<file path="config.mk">
export PLATFORM = sky130hd
export DESIGN_NAME = alu_mc
export DESIGN_NICKNAME = d
export VERILOG_FILES = /design/src/rtl/alu_mc.sv
export SDC_FILE = /design/constraint.sdc
export NUM_CORES = 1
export LEC_CHECK = 0
export CAP_MARGIN = 20
export CORE_MARGIN = 4
export CORE_UTILIZATION = 31
export DETAILED_ROUTE_END_ITERATION = 8
export GPL_ROUTABILITY_DRIVEN = 0
export PLACE_DENSITY_LB_ADDON = 0.25
export SLEW_MARGIN = 20
export SYNTH_ARGS = -nofsm -noshare
export SYNTH_HDL_FRONTEND = slang
export SYNTH_SLANG_ARGS = --single-unit
</file>
<file path="constraint.sdc">
create_clock -name clk -period 8 [get_ports clk]
set_clock_uncertainty 0.15 [all_clocks]
set_input_delay 1.6 -clock clk [delete_from_list [all_inputs] [get_ports clk]]
set_output_delay 1.6 -clock clk [all_outputs]
set_load 0.01 [all_outputs]
</file>
<file path="src/rtl/alu_mc.sv">
// rtl/alu_mc.sv - multi-cycle ALU with registered operands and a valid/ready result port
// Single-cycle ops finish in one EXEC cycle; MUL/DIVU/REMU iterate one bit per cycle in BUSY first.
module alu_mc #(
  parameter int WIDTH = 32
) (
  input  logic             clk,
  input  logic             rst,
  input  logic             in_valid,
  output logic             in_ready,
  input  logic [3:0]       alu_op,
  input  logic [WIDTH-1:0] oprd1,
  input  logic [WIDTH-1:0] oprd2,
  output logic             out_valid,
  input  logic             out_ready,
  output logic [WIDTH-1:0] result,
  output logic             zero,
  output logic             illegal_op
);

  localparam int SHAMT_W = $clog2(WIDTH);

  localparam logic [1:0] S_IDLE = 2'd0;
  localparam logic [1:0] S_EXEC = 2'd1;
  localparam logic [1:0] S_BUSY = 2'd2;
  localparam logic [1:0] S_DONE = 2'd3;

  localparam logic [3:0] OP_AND  = 4'b0000;
  localparam logic [3:0] OP_OR   = 4'b0001;
  localparam logic [3:0] OP_ADD  = 4'b0010;
  localparam logic [3:0] OP_XOR  = 4'b0011;
  localparam logic [3:0] OP_SLL  = 4'b0100;
  localparam logic [3:0] OP_SRL  = 4'b0101;
  localparam logic [3:0] OP_SUB  = 4'b0110;
  localparam logic [3:0] OP_SLT  = 4'b0111;
  localparam logic [3:0] OP_SLTU = 4'b1000;
  localparam logic [3:0] OP_MUL  = 4'b1001;
  localparam logic [3:0] OP_DIVU = 4'b1010;
  localparam logic [3:0] OP_REMU = 4'b1011;
  localparam logic [3:0] OP_NOR  = 4'b1100;
  localparam logic [3:0] OP_SRA  = 4'b1101;

  logic [1:0]         state;
  logic [3:0]         op_q;
  logic [WIDTH-1:0]   a_q;
  logic [WIDTH-1:0]   b_q;
  logic [SHAMT_W-1:0] cnt;
  // acc: product accumulator or partial remainder; sh_x: multiplicand or quotient; sh_y: multiplier
  logic [WIDTH-1:0]   acc;
  logic [WIDTH-1:0]   sh_x;
  logic [WIDTH-1:0]   sh_y;

  logic [SHAMT_W-1:0] shamt;
  logic [WIDTH-1:0]   exec_val;
  logic               exec_ill;
  logic [WIDTH:0]     div_shift;
  logic [WIDTH:0]     div_diff;
  logic               div_ok;
  logic               accept_multi;

  assign in_ready     = (state == S_IDLE);
  assign out_valid    = (state == S_DONE);
  assign accept_multi = (alu_op == OP_MUL) || (alu_op == OP_DIVU) || (alu_op == OP_REMU);

  // Restoring division step: the borrow bit of the trial subtraction decides the quotient bit.
  assign div_shift = {acc, sh_x[WIDTH-1]};
  assign div_diff  = div_shift - {1'b0, b_q};
  assign div_ok    = ~div_diff[WIDTH];

  always_comb begin
    shamt    = b_q[SHAMT_W-1:0];
    exec_val = '0;
    exec_ill = 1'b0;
    case (op_q)
      OP_ADD:  exec_val = a_q + b_q;
      OP_SUB:  exec_val = a_q - b_q;
      OP_AND:  exec_val = a_q & b_q;
      OP_OR:   exec_val = a_q | b_q;
      OP_NOR:  exec_val = ~(a_q | b_q);
      OP_XOR:  exec_val = a_q ^ b_q;
      OP_SLT:  exec_val = {{(WIDTH-1){1'b0}}, ($signed(a_q) < $signed(b_q))};
      OP_SLTU: exec_val = {{(WIDTH-1){1'b0}}, (a_q < b_q)};
      OP_SLL:  exec_val = a_q << shamt;
      OP_SRL:  exec_val = a_q >> shamt;
      OP_SRA:  exec_val = $signed(a_q) >>> shamt;
      OP_MUL:  exec_val = acc;
      OP_DIVU: exec_val = sh_x;
      OP_REMU: exec_val = acc;
      default: exec_ill = 1'b1;
    endcase
  end

  always_ff @(posedge clk or posedge rst) begin
    if (rst) begin
      state      <= S_IDLE;
      op_q       <= '0;
      a_q        <= '0;
      b_q        <= '0;
      cnt        <= '0;
      acc        <= '0;
      sh_x       <= '0;
      sh_y       <= '0;
      result     <= '0;
      zero       <= 1'b0;
      illegal_op <= 1'b0;
    end else begin
      case (state)
        S_IDLE: begin
          if (in_valid) begin
            op_q  <= alu_op;
            a_q   <= oprd1;
            b_q   <= oprd2;
            cnt   <= SHAMT_W'(WIDTH - 1);
            acc   <= '0;
            sh_x  <= oprd1;
            sh_y  <= oprd2;
            state <= accept_multi ? S_BUSY : S_EXEC;
          end
        end
        S_BUSY: begin
          if (op_q == OP_MUL) begin
            if (sh_y[0]) begin
              acc <= acc + sh_x;
            end
            sh_x <= sh_x << 1;
            sh_y <= sh_y >> 1;
          end else begin
            acc  <= div_ok ? div_diff[WIDTH-1:0] : div_shift[WIDTH-1:0];
            sh_x <= {sh_x[WIDTH-2:0], div_ok};
          end
          // Last iteration runs on the cycle the counter reads zero; EXEC then publishes it.
          if (cnt == '0) begin
            state <= S_EXEC;
          end else begin
            cnt <= cnt - SHAMT_W'(1);
          end
        end
        S_EXEC: begin
          result     <= exec_val;
          zero       <= (exec_val == '0);
          illegal_op <= exec_ill;
          state      <= S_DONE;
        end
        default: begin
          if (out_ready) begin
            state <= S_IDLE;
          end
        end
      endcase
    end
  end

endmodule

</file>
==> run metrics <==
DP HPWL 77400 microns; WL/cell 26.9 microns; number of buffers between clock root and the deepest sink 3; CTS root buffer clkbuf_16; post-synthesis cell type with the largest combined area dfrtp_1; M1 GR Usage 33.9%; CP Data Required Time 8320 ps; Post-Syn Area 22800 sq um; num ports 108; final-stage net count 3039; initial standard-cell utilization of the core 31.3%; Max Slew Vio Count 0; post-CTS setup buffer count 0; count of TritonRoute iterations in the first routing pass 7; final period utilization 68.6%; starting DRC count in detailed routing 3256; fmax 182 MHz; met3 GRT Util 7.82%; count of endpoints failing setup in the final report 0; Detail Route Antenna Nets 0; antenna violations before repair 2; multi-input gate area in the final layout 16400 sq um; sort of element at the start of the critical path flop; type of the setup path with the least slack reg2reg; synthesis-to-layout area growth 12.1%; overall global routing resource usage 24.7%; Die Span Y 279 microns; finished layout cell area 25600 sq um; synth top area cells dfrtp_1 22%, ha_1 9.1%, mux2i_1 5.9%; Die W 279 microns; Final Non-Filler Cells 3777; clock latency reported for the late side of the worst-skew pair 580 ps; Cell variety after synth 98; clock slew at the register clock pins of the worst setup and hold paths 60 ps; worst hold path class reg2reg; worst slew margin relative to its limit 14.5%; maximum level of the CTS H-tree 1; cts repair resizes 0; most common cell in the netlist nor2_1; met2 usage in global routing 35.2%; share of layout cells above drive strength 1 11.2%; total of hold buffers inserted after clock tree synthesis 0; top fanout value on the critical path 35; TritonCTS clock tree done; placed cell areas 24700 sq um; Total Neg Setup Slack 0 ps; number of standard-cell rows in the floorplan 99; Fill cells 7618; number of global-route vias before repair 21600; total CTS buffers 26; global-route wire length before repair 147000 microns; Synthesized Nets 3050; tightest hold margin 354 ps; min cycle time layout 5480 ps; cell total after placement 3728; GR peak layer met2; pin count of the biggest net entering global routing 83; top cells by count, synth 278 x nor2_1, 245 x nand2_1, 226 x a21oi_1, 205 x dfrtp_1, 184 x o21ai_0; clock sink total 205; FFs w/ async S/R, synth 100%; number of warnings printed during yosys synthesis 0; DRC 0; total wire length 101000 microns; count of port buffers added during placement 107; grt ovf 0; instance count of the mapped netlist 2808; Post-synth EDFFs 0; endpoints failing hold 0; total of flip-flops plus latches after synthesis 205; RSZ-0062 raised after global routing no; register area 5140 sq um; measured slew at the worst slew-check pin 1270 ps; Maximum Capacitance Violations 0; CP arrival 5800 ps; leading register cell type out of synthesis dfrtp_1; endpoint kind of the worst setup timing path flop; total vias in the final route 23600; status finished clean; sequential cell area fraction in the yosys report 22.5%; share of the synthesized area in the top cell type 22.5%; Core Area 73000 sq um; Total Die Area 78000 sq um; synthesized area divided by synthesized cell count 8.13 sq um; post-detailed-route via-to-cell ratio 6.24
## worst paths after layout
check                      startpoint         end  slack, ps  cells after the start
setup reg to reg               b_q[1]        zero       2520                     14
hold reg to reg            result[20]  result[20]        350                      1
max in group asynchronous         rst   result[4]       5000                      3
min in group asynchronous         rst    state[1]       1360                      2
hold / removal             result[20]  result[20]        350                      1
setup / recovery               b_q[1]        zero       2520                     14
## metal layers
layer  routed length [microns]  share of wire (%)
met5                         0                  0
met1                     42300                 42
met2                     40800                 40
met3                     11900                 12
met4                      6350                6.3
## flip-flops by register name, indices dropped and copies added (netlist names)
signal and flops:
sh_x 32, result 32, sh_y 32, zero 1
illegal_op 1, b_q 32, a_q 32, state 2
cnt 5, op_q 4, acc 32
## logic make-up (layout without fill, tap and decap cells)
kind of cell | after synthesis | count (layout) | synth area share, %
and+or+nand+nor | 845 | 845 | 17.5
AOI/OAI and AO/OA | 912 | 912 | 26.8
other | 0 | 2 | 0
buffers and inverters | 333 | 341 | 6.17
muxes | 288 | 288 | 15.5
xor gates and xnor gates | 55 | 55 | 2.11
DFF | 205 | 205 | 22.5
adders and majority gates | 170 | 170 | 9.45
## through the flow
step | worst slack [ps] | util [%]
3_5_place_dp | 2790 | 33.9
6_report | 2520 | 35.1
2_1_floorplan | 654 | -
4_1_cts | 2730 | 35.1
5_1_grt | 2350 | 35.1
3_3_place_gp | 2840 | 33.9
## cells in the final DEF, fill, tap and decap left out, types with 36 or more instances in the layout
master             n
inv_1            125
a211oi_1          50
nor3_1            56
ha_1             164
nor2_1           277
mux4_2            40
mux2_2           113
dfrtp_1          199
mux2i_1          134
nand3_1           55
o211ai_1          36
o21ai_0          184
a21oi_1          226
buf_4             57
nand2_1          244
a21o_1            48
clkdlybuf4s50_1  107
xnor2_1           39
## layout make-up
type | count | area share (%)
diodes | 2 | 0.0196
clock buffers | 35 | 2.79
clock inverters | 12 | 0.592
flip-flops and latches | 205 | 20.1
well taps | 959 | 4.69
inverters | 130 | 1.94
multi-input cells | 2270 | 64.0
repair buffers | 164 | 5.86
## worst max-delay path, stage by stage, from the launching register on
cell and delay [ps]:
dfrtp_4 740, inv_1 80, buf_4 280, ha_1 390
nor2_1 80, o311ai_0 900, a31oi_1 470, a221o_1 450
a221oi_1 530, nand3_1 170, nor4_2 320, nand4_1 190
nor4_2 190, nand4_1 140, o32ai_2 250
Power is not shown: default switching activity piles up to over one toggle a cycle in this logic, so the estimate is an artifact.
